<file path="src/rtl/usb_pkg.sv">
// usb_pkg: PID and FSM state types plus the token CRC5 helper shared by the token decoder
package usb_pkg;

    typedef enum logic [3:0] {
        PID_OUT   = 4'b0001,
        PID_IN    = 4'b1001,
        PID_SOF   = 4'b0101,
        PID_SETUP = 4'b1101,
        PID_DATA0 = 4'b0011,
        PID_DATA1 = 4'b1011,
        PID_ACK   = 4'b0010,
        PID_NAK   = 4'b1010,
        PID_STALL = 4'b1110
    } pid_t;

    typedef enum logic [2:0] {
        S_IDLE,
        S_PID,
        S_B1,
        S_WAIT_EOP,
        S_CHECK,
        S_DISCARD
    } tok_state_t;

    // Expected CRC field as it sits in B2[7:3] for the 11-bit {endp,addr} payload
    function automatic logic [4:0] crc5_11(input logic [10:0] d);
        logic [4:0] r;
        logic [4:0] f;
        logic       fb;
        r = 5'b11111;
        for (int i = 0; i < 11; i++) begin
            fb = d[i] ^ r[4];
            r  = {r[3:0], 1'b0} ^ (fb ? 5'b00101 : 5'b00000);
        end
        for (int i = 0; i < 5; i++) f[i] = ~r[4-i];
        return f;
    endfunction

endpackage

</file>
<file path="src/rtl/usb_token_regs.sv">
// usb_token_regs: captures the PID/B1/B2 bytes of a packet and holds the last reported token fields
// Optional SOF frame number register is built when USB_TOKEN_SOF_EN is defined.
module usb_token_regs (
    input  logic        clk,
    input  logic        n_rst,
    input  logic [7:0]  rx_data,
    input  logic        cap_pid,
    input  logic        cap_b1,
    input  logic        cap_b2,
    input  logic        load_tok,
`ifdef USB_TOKEN_SOF_EN
    input  logic        load_sof,
    output logic [10:0] frame_num,
`endif
    output logic [3:0]  pid_q,
    output logic [7:0]  b1_q,
    output logic [7:0]  b2_q,
    output logic [3:0]  tok_pid,
    output logic [6:0]  tok_addr,
    output logic [3:0]  tok_endp
);

    // Byte capture for the packet currently being received
    always_ff @(posedge clk or negedge n_rst) begin
        if (!n_rst) begin
            pid_q <= '0;
            b1_q  <= '0;
            b2_q  <= '0;
        end else begin
            if (cap_pid) pid_q <= rx_data[3:0];
            if (cap_b1)  b1_q  <= rx_data;
            if (cap_b2)  b2_q  <= rx_data;
        end
    end

    // Reported fields change only when a good token is strobed
    always_ff @(posedge clk or negedge n_rst) begin
        if (!n_rst) begin
            tok_pid  <= '0;
            tok_addr <= '0;
            tok_endp <= '0;
        end else if (load_tok) begin
            tok_pid  <= pid_q;
            tok_addr <= b1_q[6:0];
            tok_endp <= {b2_q[2:0], b1_q[7]};
        end
    end

`ifdef USB_TOKEN_SOF_EN
    // Frame number of the last good SOF
    always_ff @(posedge clk or negedge n_rst) begin
        if (!n_rst) frame_num <= '0;
        else if (load_sof) frame_num <= {b2_q[2:0], b1_q};
    end
`endif

endmodule

</file>
<file path="src/rtl/usb_token_decoder.sv">
// usb_token_decoder: validates OUT/IN/SETUP token packets (PID, length, CRC5, address) into one-cycle strobes
// Define USB_TOKEN_SOF_EN to also accept SOF packets (sof_valid / frame_num outputs).
module usb_token_decoder
    import usb_pkg::*;
#(
    parameter bit CHECK_ADDR = 1'b1
) (
    input  logic        clk,
    input  logic        n_rst,
    input  logic [7:0]  rx_data,
    input  logic        rx_data_valid,
    input  logic        rx_sop,
    input  logic        rx_eop,
    input  logic        rx_error,
    input  logic [6:0]  dev_addr,
    output logic        tok_valid,
    output logic [3:0]  tok_pid,
    output logic [6:0]  tok_addr,
    output logic [3:0]  tok_endp,
    output logic        tok_pid_err,
    output logic        tok_crc_err,
    output logic        tok_len_err
`ifdef USB_TOKEN_SOF_EN
    ,
    output logic        sof_valid,
    output logic [10:0] frame_num
`endif
);

    tok_state_t state, state_d;
    logic       cap_pid, cap_b1, cap_b2, load_tok, pe_d, ce_d, le_d;
    logic       pid_ok, is_tok, crc_ok, addr_ok, sop_in, byte_in;
    logic [3:0] pid_q;
    logic [7:0] b1_q, b2_q;
`ifdef USB_TOKEN_SOF_EN
    logic       load_sof, is_sof;
    assign is_sof = pid_q == PID_SOF;
    assign is_tok = rx_data[3:0] == PID_OUT || rx_data[3:0] == PID_IN ||
                    rx_data[3:0] == PID_SETUP || rx_data[3:0] == PID_SOF;
`else
    assign is_tok = rx_data[3:0] == PID_OUT || rx_data[3:0] == PID_IN ||
                    rx_data[3:0] == PID_SETUP;
`endif

    assign pid_ok  = rx_data[7:4] == ~rx_data[3:0];
    assign crc_ok  = crc5_11({b2_q[2:0], b1_q}) == b2_q[7:3];
    assign addr_ok = !CHECK_ADDR || b1_q[6:0] == dev_addr;
    assign sop_in  = rx_sop && rx_data_valid;
    assign byte_in = rx_data_valid && !rx_sop;

    usb_token_regs u_regs (
        .clk      (clk),
        .n_rst    (n_rst),
        .rx_data  (rx_data),
        .cap_pid  (cap_pid),
        .cap_b1   (cap_b1),
        .cap_b2   (cap_b2),
        .load_tok (load_tok),
`ifdef USB_TOKEN_SOF_EN
        .load_sof (load_sof),
        .frame_num(frame_num),
`endif
        .pid_q    (pid_q),
        .b1_q     (b1_q),
        .b2_q     (b2_q),
        .tok_pid  (tok_pid),
        .tok_addr (tok_addr),
        .tok_endp (tok_endp)
    );

    // FSM state register
    always_ff @(posedge clk or negedge n_rst) begin
        if (!n_rst) state <= S_IDLE;
        else state <= state_d;
    end

    // Next state, byte capture and strobe decisions; a new SOP always restarts in PID
    always_comb begin
        state_d  = state;
        cap_pid  = 1'b0;
        cap_b1   = 1'b0;
        cap_b2   = 1'b0;
        load_tok = 1'b0;
        pe_d     = 1'b0;
        ce_d     = 1'b0;
        le_d     = 1'b0;
`ifdef USB_TOKEN_SOF_EN
        load_sof = 1'b0;
`endif
        if (rx_error) begin
            state_d = S_IDLE;
        end else begin
            case (state)
                S_PID: begin
                    if (rx_eop) begin
                        le_d    = 1'b1;
                        state_d = S_IDLE;
                    end else if (byte_in) begin
                        cap_b1  = 1'b1;
                        state_d = S_B1;
                    end
                end
                S_B1: begin
                    if (rx_eop) begin
                        le_d    = 1'b1;
                        state_d = S_IDLE;
                    end else if (byte_in) begin
                        cap_b2  = 1'b1;
                        state_d = S_WAIT_EOP;
                    end
                end
                S_WAIT_EOP: begin
                    if (rx_eop) begin
                        state_d = S_CHECK;
                        ce_d    = !crc_ok;
`ifdef USB_TOKEN_SOF_EN
                        load_sof = crc_ok && is_sof;
                        load_tok = crc_ok && !is_sof && addr_ok;
`else
                        load_tok = crc_ok && addr_ok;
`endif
                    end else if (byte_in) begin
                        le_d    = 1'b1;
                        state_d = S_DISCARD;
                    end
                end
                S_DISCARD: state_d = rx_eop ? S_IDLE : S_DISCARD;
                default:   state_d = S_IDLE;
            endcase
            if (sop_in) begin
                cap_pid = 1'b1;
                pe_d    = !pid_ok;
                state_d = pid_ok && is_tok ? S_PID : S_DISCARD;
            end
        end
    end

    // Registered one-cycle strobes
    always_ff @(posedge clk or negedge n_rst) begin
        if (!n_rst) {tok_valid, tok_pid_err, tok_crc_err, tok_len_err} <= '0;
        else {tok_valid, tok_pid_err, tok_crc_err, tok_len_err} <= {load_tok, pe_d, ce_d, le_d};
    end

`ifdef USB_TOKEN_SOF_EN
    // SOF strobe
    always_ff @(posedge clk or negedge n_rst) begin
        if (!n_rst) sof_valid <= 1'b0;
        else sof_valid <= load_sof;
    end
`endif

endmodule

</file>
<file path="config.mk">
export PLATFORM = sky130hd
export DESIGN_NAME = usb_token_decoder
export DESIGN_NICKNAME = d
export VERILOG_FILES = /design/src/rtl/usb_pkg.sv /design/src/rtl/usb_token_regs.sv /design/src/rtl/usb_token_decoder.sv
export SDC_FILE = /design/constraint.sdc
export NUM_CORES = 1
export LEC_CHECK = 0
export ABC_AREA = 1
export BUFFER_PORTS_ARGS = -buffer_cell sky130_fd_sc_hd__buf_2
export CAP_MARGIN = 20
export CORE_ASPECT_RATIO = 1.1
export CORE_MARGIN = 2
export CORE_UTILIZATION = 56
export DETAILED_ROUTE_END_ITERATION = 16
export HOLD_SLACK_MARGIN = 0.03
export PLACE_DENSITY = 0.8
export SLEW_MARGIN = 30
export SYNTH_ARGS = -nofsm -noshare
export SYNTH_HDL_FRONTEND = slang
export SYNTH_SLANG_ARGS = --single-unit
</file>
<file path="constraint.sdc">
create_clock -name clk -period 1.9 [get_ports clk]
set_input_delay 0.19 -clock clk [delete_from_list [all_inputs] [get_ports clk]]
set_output_delay 0.19 -clock clk [all_outputs]
set_load 0.005 [all_outputs]
</file>
=== Word level (Yosys, flattened, before mapping) ===
Index checks and enable logic that the tools add are counted.

* Flip-flop bits (word level): 42
* Input bits: 21
* Output and inout port bits: 19
* Word-level logic and storage cells: 103

* Equality and inequality tests: 13
* Muxes and demuxes: 41
* Bitwise gates (word level): 27
* Reductions and logical operators: 11

{| class="wikitable"
|+ Operator list
! kind !! count
|-
| $mux 3 || 21
|-
| $xor 5x3->5 || 10
|-
| $mux 1 || 18
|-
| $ne 5x5->1 const B || 3
|-
| $pmux 3 s4 || 1
|-
| $xor 1x1->1 || 10
|-
| $eq 4x4->1 const B || 2
|-
| $eq 7x7->1 || 1
|-
| $eq 3x2->1 const B || 2
|-
| $eq 5x5->1 || 1
|-
| $not 1->1 || 5
|-
| $eq 4x1->1 const B || 1
|-
| $eq 4x4->1 || 1
|-
| $logic_and 1x1->1 || 4
|-
| $not 2->4 || 1
|-
| $not 4->4 || 1
|-
| $eq 3x1->1 const B || 1
|-
| $eq 3x3->1 const B || 1
|-
| $logic_not 1->1 || 3
|-
| $reduce_and 3->1 || 1
|-
| $logic_or 1x1->1 || 2
|-
| $pmux 1 s2 || 1
|-
| $reduce_or 2->1 || 1
|}

=== Depth between registers and ports, before layout ===
Gate-level depths: netlist of run 1.

* Word-level depth: 38
* Gate-level depth with buffers: 16
* Mapped depth without buffers: 14

=== Modules after synthesis ===
From an unflattened synthesis of run 1, not the netlist that was laid out.

* Cell total of the unflattened synthesis: 310
* Area total of the unflattened synthesis: 2278.4 um^2

{| class="wikitable"
|+ Modules (own cells, without submodules)
! module !! instances !! cells each !! area each (um^2) !! sequential area each (um^2)
|-
| usb_token_regs || 1 || 149 || 1355.0 || 875.8
|-
| usb_token_decoder || 1 || 161 || 923.4 || 175.2
|}

=== Worst setup path before layout of run 1 ===
Ideal clock, no wire load.

* Path type: register -> register
* From: register u_regs.b1_q[1]
* To: register u_regs.tok_addr[4]
* Setup time: 0.117 ns
* Arrival: 1.559 ns
* Required time: 1.783 ns
* Path slack: 0.224 ns
* Cell stages (with the launch flop): 15
* Buffers on the path: 2
* Clock period less this slack: 1.676 ns
* Path through: dfrtp_1 buf_6 inv_4 nand2_1 nand2_1 nand2_1 nand2_2 nand3_1 nand2_1 a21oi_4 nor2_8 nand3_4 buf_6 nand2_1 nand2_1

* Word-level cells in the longest chain between the ends: 24

{| class="wikitable"
|+ Ends and longest elaborated chain
! element !! RTL line !! source
|-
| from (decl) || usb_token_regs.sv:16 || <nowiki>output logic [7:0] b1_q,</nowiki>
|-
| from (signal assigned) || usb_token_regs.sv:31 || <nowiki>if (cap_b1) b1_q <= rx_data;</nowiki>
|-
| $xor 1x1->1 || usb_pkg.sv:32 || <nowiki>fb = d[i] ^ r[4];</nowiki>
|-
| $mux 3 || usb_pkg.sv:33 || <nowiki>r = {r[3:0], 1'b0} ^ (fb ? 5'b00101 : 5'b00000);</nowiki>
|-
| $xor 5x3->5 (3 in series) || usb_pkg.sv:33 ||
|-
| $xor 1x1->1 || usb_pkg.sv:32 ||
|-
| $mux 3 || usb_pkg.sv:33 ||
|-
| $xor 5x3->5 (3 in series) || usb_pkg.sv:33 ||
|-
| $xor 1x1->1 || usb_pkg.sv:32 ||
|-
| $mux 3 || usb_pkg.sv:33 ||
|-
| [4 not listed] || -- ||
|-
| $mux 3 || usb_pkg.sv:33 ||
|-
| $xor 5x3->5 || usb_pkg.sv:33 ||
|-
| $not 1->1 || usb_pkg.sv:35 || <nowiki>for (int i = 0; i < 5; i++) f[i] = ~r[4-i];</nowiki>
|-
| $eq 5x5->1 || usb_token_decoder.sv:46 || <nowiki>assign crc_ok = crc5_11({b2_q[2:0], b1_q}) == b2_q[7:3];</nowiki>
|-
| $logic_and 1x1->1 * || usb_token_decoder.sv:120 || <nowiki>load_tok = crc_ok && addr_ok;</nowiki>
|-
| $mux 1 * || usb_token_decoder.sv:113 || <nowiki>if (rx_eop) begin</nowiki>
|-
| $mux 1 * || usb_token_decoder.sv:93 || <nowiki>case (state)</nowiki>
|-
| $mux 1 * || usb_token_decoder.sv:90 || <nowiki>if (rx_error) begin</nowiki>
|-
| to (signal assigned) || usb_token_regs.sv:44 || <nowiki>tok_addr <= b1_q[6:0];</nowiki>
|-
| to (decl) || usb_token_regs.sv:19 || <nowiki>output logic [6:0] tok_addr,</nowiki>
|}

Every way passes the cells marked *; elsewhere a longest branch is shown, timed or not.
A chain may end at the register's enable or synchronous reset.

=== Worst setup path after layout of run 1 ===
Same ends and word-level chain as after synthesis.

==> out/metrics.yaml, run 1 <==
outcome: "finished, final reports clean"
grt_max_degree: 43
cts_tree: "done"
diodes: 0
grt_pass1_wl_um: 8890
synthSimpleGateAreaFrac_pct: 33.8
overflow: 0
grt_pass1_vias: 1984
dp_hpwl_um: 3930
layout_common_cells: "nand2_1 (111), buf_2 (40), dfrtp_1 (36), inv_1 (24), o21ai_0 (23)"
slew_headroom_pct: 65.7
synth_area_per_cell_um2: 7.73
crit_top_cell: "nand2_1"
max_freq_mhz: 541
die-area_mm2: 0.00473
first_iter_violations: 152
reg2reg_setup_slack_ns: 0.05
vias: 2169
fin_setup_tns_ns: 0
arrival_ns: 2.05
ys_types: 33
slowest_delay_ns: 0.48
synth_cells: 304
drive_gt1_share_pct: 29.6
row_count: 24
finalCritPeriodShare_pct: 97.2
die_width_um: 65.7
peakVddDrop_mv: 0.607
startpoint_type: "register"
core_area_mm2: 0.00399
slew_viol_final: 0
rsz0062_at_grt: "yes"
critPathCaptureType: "register"
synth_xor_xnor_area_share_pct: 4.79
yosysWarnings: 0
wirelength_um: 5410
cp_data_required_time_ns: 2.11
drt_pass1_iterations: 4
tightest_slew_ns: 0.514
cp_slowest_cell: "dfrtp_2"
muxShareOfSynthArea_pct: 0
clock_latency_ns: 0.31
powerDensity_mw_per_mm2: 893
root_buffer: "clkbuf_8"
synthAdderAreaFrac_pct: 0
cts_buffers: 5
viasPerCell: 5.29
clkSinkCount: 42
min_period_ns: 1.85
io-pin-count: 40
hold_violations: 0
layout_commonest_cell: "nand2_1"
ant_nets: 0
syn-num-nets: 325
setup_viol_count_final: 0
die_h_um: 71.9
p_total_w: 0.00252
antenna_found_initial: 0
wl_per_cell_um: 13.2
synth_top_family_by_area: "simple AND/OR/NAND/NOR gates"
ys_seq_area_share_pct: 44.8
holdCritPathClass: "in -> reg"
synth_compound_area_share_pct: 7.78
cp_max_fo: 8
fin_nets: 378
h-tree-depth: 2
syn_area_mm2: 0.00235
maxCapViolations: 0
p_leak_nw: 1.54
crit_chain: "inv_4 > or2_0 > nand4_1 > nor4_4 > buf_4 > nand3_4 > nand2_1 > nand2_1"
place.gp.congestion: 0.969
area_growth_pct: 20.2
port_buffers: 39
initial_core_util_pct: 58.8
fin_worst_skew_ns: 0.00657
grtUsageTotal_pct: 24.5
criticalPathCategory: "reg -> reg"
clk_pin_slew_worst_paths_ns: 0.09
synth-seq-cells: 42
clockBufferDepth: 2
drt_drc_violations_left: 0
[kinds of logic (layout without fill, tap and decap cells)]
kind of cell    after synthesis  after routing
buf+inv                      45             98
xor+xnor                     12             12
compound gates               31             31
simple gates                174            175
flops                        42             42
[layout make-up]
type / count / area (um^2)
tap: 52 / 65.1
sequential: 42 / 1060
multi-input combinational: 218 / 1140
clock buffer: 5 / 68.8
clock inverter: 3 / 25.0
timing repair buffer: 55 / 327
inverter: 35 / 136
fill: 323 / 1170
[critical path, delay by kind of cell (launching register included)]
family | cells | cell delay, ns
AND/OR/NAND/NOR | 6 | 0.96
buffers and inverters | 2 | 0.30
flip-flops | 1 | 0.48
[metrics by stage]
step	instance area [um^2]	std cells	hold slack, ns	worst slack, ns	utilization (%)
after floorplan	2350	304	-0.106	0.224	-
after global placement	2590	393	0.279	0.0859	65.0
after detailed placement	2590	393	0.285	0.0320	65.0
after CTS	2700	402	0.173	0.0101	67.6
after global routing	2820	410	0.194	-0.0600	70.7
final	2820	410	0.167	0.0525	70.7
[where the power goes]
part / internal, W / switching, W / total [W]
Sequential: 0.000943 / 0.0000732 / 0.00102
Combinational: 0.000354 / 0.000548 / 0.000903
Clock: 0.000265 / 0.000338 / 0.000603
Total: 0.00156 / 0.000960 / 0.00252
[repair_timing]
action / 4_1_cts / 5_1_grt
hold endpoints to repair: 42 / 0
hold buffers: 1 / 0
gates resized for setup: 0 / 25
buffers inserted: 0 / 6
setup endpoints to repair: 0 / 17
[final timing paths]
path | start | endpoint | cells after the start
setup / recovery | u_regs.b1_q[1]$_DFFE_PN0P_ | u_regs.tok_addr[4]$_DFFE_PN0P_ | 8
hold / removal | rx_data[4] | u_regs.b1_q[4]$_DFFE_PN0P_ | 3
hold reg to reg | u_regs.tok_endp[3]$_DFFE_PN0P_ | u_regs.tok_endp[3]$_DFFE_PN0P_ | 2
min in group asynchronous | n_rst | u_regs.tok_endp[0]$_DFFE_PN0P_ | 3
max in group asynchronous | n_rst | u_regs.b1_q[6]$_DFFE_PN0P_ | 3
setup reg to reg | u_regs.b1_q[1]$_DFFE_PN0P_ | u_regs.tok_addr[4]$_DFFE_PN0P_ | 8
[Yosys cell counts (all sizes together)]
cell type | count | area, um^2
inv | 35 | 134
nand2 | 129 | 499
o21ai | 23 | 115
dfrtp | 42 | 1050
nor4 | 1 | 21.3
a21oi | 2 | 21.3
a211oi | 1 | 7.51
buf | 8 | 66.3
nor3b | 1 | 7.51
o2111ai | 1 | 8.76
or2 | 2 | 12.5
nand3 | 14 | 82.6
a31oi | 1 | 6.26
o22ai | 1 | 6.26
a311oi | 1 | 8.76
xnor2 | 7 | 68.8
a22o | 1 | 8.76
nor2 | 9 | 57.6
xor2 | 5 | 43.8
nand4 | 17 | 106
clkbuf | 2 | 7.51
nand3b | 1 | 7.51
[sequential cells by signal, indices dropped and copies added, names as in the netlist]
signal,cells
u_regs.b1_q,8
u_regs.b2_q,8
u_regs.tok_addr,7
u_regs.pid_q,4
u_regs.tok_endp,4
u_regs.tok_pid,4
state,3
tok_crc_err,1
tok_len_err,1
tok_pid_err,1
tok_valid,1
[layer usage]
layer | track usage [%] | vias to the layer above | share of wire (%)
li1 | - | 1072 | -
met1 | 31.3 | 1014 | 41
met2 | 41.8 | 76 | 51
met3 | 4.81 | 7 | 6.2
met4 | 7.87 | 0 | 1.3
met5 | 0 | - | 0
Note: power is estimated with default switching activity, not from simulation.
==> run 2: changes to the inputs <==
--- a/config.mk
+++ b/config.mk
@@ -5,16 +5,18 @@
 export SDC_FILE = /design/constraint.sdc
 export NUM_CORES = 1
 export LEC_CHECK = 0
-export ABC_AREA = 1
+export ABC_AREA = 0
 export BUFFER_PORTS_ARGS = -buffer_cell sky130_fd_sc_hd__buf_2
 export CAP_MARGIN = 20
 export CORE_ASPECT_RATIO = 1.1
 export CORE_MARGIN = 2
-export CORE_UTILIZATION = 56
+export CORE_UTILIZATION = 54
+export CTS_BUF_LIST = sky130_fd_sc_hd__clkbuf_16
 export DETAILED_ROUTE_END_ITERATION = 16
 export HOLD_SLACK_MARGIN = 0.03
-export PLACE_DENSITY = 0.8
+export PLACE_DENSITY = 0.78
 export SLEW_MARGIN = 30
 export SYNTH_ARGS = -nofsm -noshare
 export SYNTH_HDL_FRONTEND = slang
 export SYNTH_SLANG_ARGS = --single-unit
+export TNS_END_PERCENT = 5
==> run 2 against run 1 <==
The run now ends with negative setup slack left. Total power rose by 0.36%. Clock power rose by 38%. Combinational power fell by 22%. Largest cell class unchanged. Largest power group unchanged.
==> out/metrics.yaml, run 2 <==
drive_gt1_share_pct: 57.0  # was 29.6%
synth-seq-cells: 42  # unchanged
layout_common_cells: "buf_2 (39), dfrtp_1 (38), mux2_2 (25), buf_4 (23)"  # was nand2_1 (111), buf_2 (40), dfrtp_1 (36), inv_1 (24), o21ai_0 (23)
diodes: 0  # unchanged
place.gp.congestion: 0.808  # was 0.969
critPathTopFamily: "simple AND/OR/NAND/NOR gates"  # unchanged
drt_drc_violations_left: 0  # unchanged
cp_max_fo: 4  # was 8
slew_viol_final: 0  # unchanged
final_cell_area_mm2: 0.00279  # was 0.00282 mm^2
cts_tree: "done"  # unchanged
outcome: "complete, but fails checks"  # was finished, final reports clean
io-pin-count: 40  # unchanged
reg_top3: "u_regs.b1_q: 8 flops, u_regs.b2_q: 8 flops, u_regs.tok_addr: 7 flops"  # unchanged
clk_pin_slew_worst_paths_ns: 0.06  # was 0.09 ns
timing.final.ws_setup_ns: -0.469  # was 0.0525 ns
powerDensity_mw_per_mm2: 907  # was 893 mW/mm^2
finalCritPeriodShare_pct: 125  # was 97.2%
grtUsageTotal_pct: 24.0  # was 24.5%
place_ws_ns: -0.478  # was 0.0320 ns
layout_commonest_cell: "buf_2"  # was nand2_1
die_width_um: 63.2  # was 65.7 um
root_buffer: "clkbuf_16"  # was clkbuf_8
hold_violations: 0  # unchanged
clock_latency_ns: 0.28  # was 0.31 ns
holdCritPathClass: "in -> reg"  # unchanged
wl_per_cell_um: 18.6  # was 13.2 um
core_area_mm2: 0.00365  # was 0.00399 mm^2
ant_nets: 0  # unchanged
yosysMostFrequentCell: "dfrtp_1"  # was nand2_1
row_count: 23  # was 24
initial_core_util_pct: 56.9  # was 58.8%
crit_chain: "xor2_2 > xnor2_2 > buf_4 > xnor2_2 > and3_2 > nor2_4 > and4bb_4 > clkbuf_16 > mux2_4"  # was inv_4 > or2_0 > nand4_1 > nor4_4 > buf_4 > nand3_4 > nand2_1 > nand2_1
clkSinkCount: 42  # unchanged
grt_pass1_vias: 1585  # was 1984
synth_area_per_cell_um2: 13.1  # was 7.73 um^2
h-tree-depth: 2  # unchanged
syn_area_mm2: 0.00208  # was 0.00235 mm^2
synth_cells: 159  # was 304
grt_max_degree: 37  # was 43
rsz0062_at_grt: "yes"  # unchanged
placed_area_mm2: 0.00250  # was 0.00259 mm^2
cp_data_required_time_ns: 2.07  # was 2.11 ns
antenna_found_initial: 0  # unchanged
fin_worst_skew_ns: 0.00576  # was 0.00657 ns
wirelength_um: 5160  # was 5410 um
overflow: 0  # unchanged
slew_headroom_pct: 47.7  # was 65.7%
die_h_um: 69.1  # was 71.9 um
syn-num-nets: 180  # was 325
arrival_ns: 2.54  # was 2.05 ns
yosysWarnings: 0  # unchanged
vias: 1524  # was 2169
fin_nets: 248  # was 378
drt_pass1_iterations: 4  # unchanged
clockBufferDepth: 2  # unchanged
port_buffers: 39  # unchanged
grt_pass1_wl_um: 8070  # was 8890 um
criticalPathCategory: "reg -> reg"  # unchanged
yosysTopAreaCell: "dfrtp_1"  # unchanged
synth.top_cell.area_share_pct: 50.6  # was 44.8%
tightest_slew_ns: 0.785  # was 0.514 ns
first_iter_violations: 68  # was 152
setup_viol_count_final: 15  # was 0
violations: "negative setup slack"
max_freq_mhz: 422  # was 541 MHz
maxCapViolations: 0  # unchanged
synth.area.top_cells: "dfrtp_1 (51%), mux2_2 (14%), mux2_4 (7.2%)"  # was dfrtp_1 (45%), nand2_1 (20%), o21ai_0 (4.9%)
synth-edff-count: 0  # unchanged
peakVddDrop_mv: 0.675  # was 0.607 mV
crit_top_cell: "xnor2_2"  # was nand2_1
synthTopCellsByCount: "dfrtp_1 (42), mux2_2 (25), xnor2_1 (14)"  # was nand2_1 (123), dfrtp_1 (42), inv_1 (25)
dp_hpwl_um: 3500  # was 3930 um
viasPerCell: 5.48  # was 5.29
startpoint_type: "register"  # unchanged
synth_flop_cell: "dfrtp_1"  # unchanged
path_buf_inv: 2  # unchanged
ys_types: 34  # was 33
async_reset_ff_share_pct: 100  # unchanged
slowest_delay_ns: 0.41  # was 0.48 ns
area_growth_pct: 34.3  # was 20.2%
ys_seq_area_share_pct: 50.6  # was 44.8%
min_period_ns: 2.37  # was 1.85 ns
critPathCaptureType: "register"  # unchanged
cp_slowest_cell: "dfrtp_1"  # was dfrtp_2
die-area_mm2: 0.00436  # was 0.00473 mm^2
cts_buffers: 5  # unchanged
p_leak_nw: 1.39  # was 1.54 nW
## run 2: logic make-up (layout without fill, tap and decap cells)
group | after synthesis | after routing | share of synthesized area [%]
buffers and inverters | 8 | 77 | 2.59
muxes | 35 | 35 | 20.8
DFF | 42 | 42 | 50.6
xor gates and xnor gates | 28 | 28 | 12.2
and+or+nand+nor | 34 | 34 | 9.69
AOI/OAI and AO/OA | 12 | 12 | 4.21
## run 2: path summary, 6_finish.rpt
| kind | from | end | slack (ns) | cells after the start |
|---|---|---|---|---|
| worst max-delay path | u_regs.b1_q[6]$_DFFE_PN0P_ | u_regs.tok_addr[3]$_DFFE_PN0P_ | -0.47 | 9 |
| worst min-delay path | rx_eop | state[1]$_DFFE_PN0P_ | 0.16 | 2 |
| worst max register to register | u_regs.b1_q[6]$_DFFE_PN0P_ | u_regs.tok_addr[3]$_DFFE_PN0P_ | -0.47 | 9 |
| worst min register to register | u_regs.tok_addr[1]$_DFFE_PN0P_ | u_regs.tok_addr[1]$_DFFE_PN0P_ | 0.51 | 1 |
| max in group asynchronous | n_rst | u_regs.pid_q[2]$_DFFE_PN0P_ | 0.77 | 3 |
| min in group asynchronous | n_rst | u_regs.tok_addr[4]$_DFFE_PN0P_ | 0.53 | 2 |
## run 2: metal layers
metal  up-vias  share of wire (%)  routed length, um  GRT usage [%]
met5         -                  0                  0              0
met1       747                 39               2030           30.2
li1        690                  -                  -              -
met4         0                3.0                157           8.40
met3        19                5.9                304           5.38
met2        68                 52               2670           40.4
## run 2: cell type report
class,count,area (um^2)
fillers,254,863
repair buffers,67,454
well taps,50,62.6
multi-input cells,109,1070
clock inverters,3,20.0
inverters,2,7.51
clock buffers,5,125
flip-flops and latches,42,1060
## run 2: where the power goes
group,internal (W),total [W],switching [W],leakage (nW)
clock network,0.000486,0.000832,0.000346,0.0679
logic,0.000360,0.000704,0.000344,0.762
registers,0.000945,0.000994,0.0000488,0.565
## run 2: through the flow
stage | hold slack (ns) | utilization (%) | setup TNS (ns) | power [W] | instances
detailed placement | 0.321 | 68.4 | -6.87 | 0.00157 | 265
floorplan | -0.106 | - | -4.39 | 0.00135 | 159
finish | 0.165 | 76.4 | -6.78 | 0.00253 | 278
CTS | 0.160 | 73.4 | -6.15 | 0.00245 | 276
global route | 0.170 | 76.4 | -8.29 | 0.00264 | 278
global placement | 0.304 | 68.4 | -5.77 | 0.00154 | 265
## run 2: timing repair
item / 4_1_cts / 5_1_grt
gates resized for setup: 3 / 12
cloned: 0 / 1
hold buffers: 1 / 0
hold endpoints to repair: 35 / 0
buffers inserted: 2 / 1
pin swaps: 5 / 3
setup endpoints to repair: 15 / 17
==> run 3: changes to the inputs <==
--- a/config.mk
+++ b/config.mk
@@ -5,16 +5,16 @@
 export SDC_FILE = /design/constraint.sdc
 export NUM_CORES = 1
 export LEC_CHECK = 0
-export ABC_AREA = 0
+export ABC_AREA = 1
 export BUFFER_PORTS_ARGS = -buffer_cell sky130_fd_sc_hd__buf_2
 export CAP_MARGIN = 20
 export CORE_ASPECT_RATIO = 1.1
 export CORE_MARGIN = 2
-export CORE_UTILIZATION = 54
+export CORE_UTILIZATION = 56
 export CTS_BUF_LIST = sky130_fd_sc_hd__clkbuf_16
 export DETAILED_ROUTE_END_ITERATION = 16
 export HOLD_SLACK_MARGIN = 0.03
-export PLACE_DENSITY = 0.78
+export PLACE_DENSITY = 0.8
 export SLEW_MARGIN = 30
 export SYNTH_ARGS = -nofsm -noshare
 export SYNTH_HDL_FRONTEND = slang
==> run 3 against run 2 <==
The flow now finishes without violations. Sequential cell count stayed put. Cell count up 49%. Critical path depth fell by 1. Combinational power rose by 34%. Clock power rose by 3.5%. Fmax is 27% higher. Clock-buffer cell count did not move. Largest power group unchanged.
==> out/metrics.yaml, run 3 (same netlist as run 1, synthesis figures left out) <==
outcome: "finished, final reports clean"  # was complete, but fails checks
crit_top_cell: "nand2_1"  # was xnor2_2
layout_common_cells: "nand2_1 (112), buf_2 (39), dfrtp_1 (35), inv_1 (24), o21ai_0 (23)"  # was buf_2 (39), dfrtp_1 (38), mux2_2 (25), buf_4 (23)
reg_top3: "u_regs.b1_q: 8 flops, u_regs.b2_q: 8 flops, u_regs.tok_addr: 7 flops"  # unchanged
powerDensity_mw_per_mm2: 969  # was 907 mW/mm^2
cp_max_fo: 8  # was 4
hold_depth: 3  # was 2
reg2reg_depth: 8  # was 9
clock_latency_ns: 0.29  # was 0.28 ns
place.gp.congestion: 0.969  # was 0.808
drt_drc_violations_left: 0  # unchanged
cp-startpoint: "u_regs.b1_q[2]$_DFFE_PN0P_"  # was u_regs.b1_q[6]$_DFFE_PN0P_
clockBufferDepth: 2  # unchanged
register_area_mm2: 0.00106  # about the same
peakVddDrop_mv: 0.673  # was 0.675 mV
criticalPathCategory: "reg -> reg"  # unchanged
final_cell_area_mm2: 0.00291  # was 0.00279 mm^2
startpoint_type: "register"  # unchanged
whs_ns: 0.191  # was 0.165 ns
reg2reg_setup_slack_ns: 0.04  # was -0.47 ns
area_growth_pct: 24.0  # was 34.3%
row_count: 24  # was 23
min_period_ns: 1.86  # was 2.37 ns
setup_viol_count_final: 0  # was 15
overflow: 0  # unchanged
grt_use_met2_pct: 42.5  # was 40.4%
viasPerCell: 5.30  # was 5.48
ant_nets: 0  # unchanged
die_h_um: 71.9  # was 69.1 um
critPathCaptureType: "register"  # unchanged
h-tree-depth: 2  # unchanged
crit_chain: "buf_4 > xnor2_1 > nand2_1 > nor4_4 > buf_4 > nand3_4 > nand2_1 > nand2_1"  # was xor2_2 > xnor2_2 > buf_4 > xnor2_2 > and3_2 > nor2_4 > and4bb_4 > clkbuf_16 > mux2_4
cp_slowest_cell: "dfrtp_2"  # was dfrtp_1
root_buffer: "clkbuf_16"  # unchanged
wl_per_cell_um: 13.4  # was 18.6 um
rsz0062_at_grt: "yes"  # unchanged
antenna_found_initial: 0  # unchanged
core_area_mm2: 0.00399  # was 0.00365 mm^2
multi_input_area_mm2: 0.00114  # was 0.00107 mm^2
die-area_mm2: 0.00473  # was 0.00436 mm^2
drive_gt1_share_pct: 29.9  # was 57.0%
drt_pass1_iterations: 4  # unchanged
diodes: 0  # unchanged
io-pin-count: 40  # unchanged
cts_tree: "done"  # unchanged
clk_pin_slew_worst_paths_ns: 0.06  # about the same
finalCritPeriodShare_pct: 98.1  # was 125%
first_iter_violations: 149  # was 68
grt_pass1_wl_um: 8940  # was 8070 um
hold_start: "rx_data[4]"  # was rx_eop
tightest_slew_ns: 0.522  # was 0.785 ns
slew_viol_final: 0  # unchanged
die_width_um: 65.7  # was 63.2 um
maxCapViolations: 0  # unchanged
grt_pass1_vias: 2065  # was 1585
met1_usage_pct: 30.6  # was 30.2%
cp_data_required_time_ns: 2.07  # about the same
placed_area_mm2: 0.00259  # was 0.00250 mm^2
slew_headroom_pct: 65.2  # was 47.7%
holdPathEnd: "u_regs.b1_q[4]$_DFFE_PN0P_"  # was state[1]$_DFFE_PN0P_
met3_usage_pct: 4.81  # was 5.38%
initial_core_util_pct: 58.8  # was 56.9%
cts_buffers: 5  # unchanged
top_usage_layer: "met2"  # unchanged
layout_commonest_cell: "nand2_1"  # was buf_2
fin_setup_tns_ns: 0  # was -6.78 ns
clkSinkCount: 42  # unchanged
fin_nets: 381  # was 248
slowest_delay_ns: 0.46  # was 0.41 ns
fin_worst_skew_ns: 0.00672  # was 0.00576 ns
r2r_start: "u_regs.b1_q[2]$_DFFE_PN0P_"  # was u_regs.b1_q[6]$_DFFE_PN0P_
wirelength_um: 5550  # was 5160 um
arrival_ns: 2.04  # was 2.54 ns
dp.cells: 393  # was 265
max_freq_mhz: 537  # was 422 MHz
dp_hpwl_um: 3930  # was 3500 um
vias: 2189  # was 1524
holdCritPathClass: "in -> reg"  # unchanged
regToRegEndpoint: "u_regs.tok_addr[5]$_DFFE_PN0P_"  # was u_regs.tok_addr[3]$_DFFE_PN0P_
p_total_w: 0.00282  # was 0.00253 W
fillers: 292  # was 254
instances_no_fill: 413  # was 278
grt_max_degree: 43  # was 37
p_leak_nw: 1.58  # was 1.39 nW
hold_violations: 0  # unchanged
port_buffers: 39  # unchanged
grtUsageTotal_pct: 24.7  # was 24.0%
==> run 3: report_power, final <==
part	leakage (nW)	switching [W]	internal, W
clock network	0.0704	0.000368	0.000493
registers	0.563	0.0000737	0.000944
logic	0.947	0.000561	0.000382
==> run 3: final cells by class <==
class | count | area share [%]
inverters | 35 | 4.68
multi-input cells | 218 | 39.3
repair buffers | 58 | 12.2
clock buffers | 5 | 4.30
flip-flops and latches | 42 | 36.4
well taps | 52 | 2.23
clock inverters | 3 | 0.859
==> run 3: how the worst max path moves through the flow <==
stage                                     end  cells past startpoint
3_5_place_dp   u_regs.tok_addr[1]$_DFFE_PN0P_                     13
5_1_grt        u_regs.tok_addr[5]$_DFFE_PN0P_                      8
4_1_cts        u_regs.tok_addr[1]$_DFFE_PN0P_                     13
6_report       u_regs.tok_addr[5]$_DFFE_PN0P_                      8
3_3_place_gp   u_regs.tok_addr[6]$_DFFE_PN0P_                     13
2_1_floorplan  u_regs.tok_addr[4]$_DFFE_PN0P_                     14
==> run 3: stage by stage <==
step           setup slack, ns  utilization, %
2_1_floorplan            0.224               -
3_5_place_dp            0.0320            65.0
4_1_cts                0.00713            69.0
3_3_place_gp            0.0859            65.0
6_report                0.0363            72.9
5_1_grt                -0.0588            72.9
==> run 3: worst max-delay path: cells and delay by family, from the launching register on <==
| kind | cells | cell delay [ns] |
|---|---|---|
| AND/OR/NAND/NOR | 5 | 0.78 |
| flip-flops | 1 | 0.46 |
| buffers and inverters | 2 | 0.36 |
| XOR/XNOR | 1 | 0.14 |
==> run 3: per-layer routing <==
metal | wire length (um) | vias up
met1 | 2390 | 1025
met4 | 123 | 0
met3 | 228 | 13
li1 | - | 1087
met2 | 2810 | 64
met5 | 0 | -
==> run 3: timing repair <==
item | CTS | global route
hold buffers | 1 | 0
endpoints found under the setup margin | 0 | 17
endpoints found under the hold margin | 42 | 0
gates resized for setup | 0 | 27
setup buffers | 0 | 10
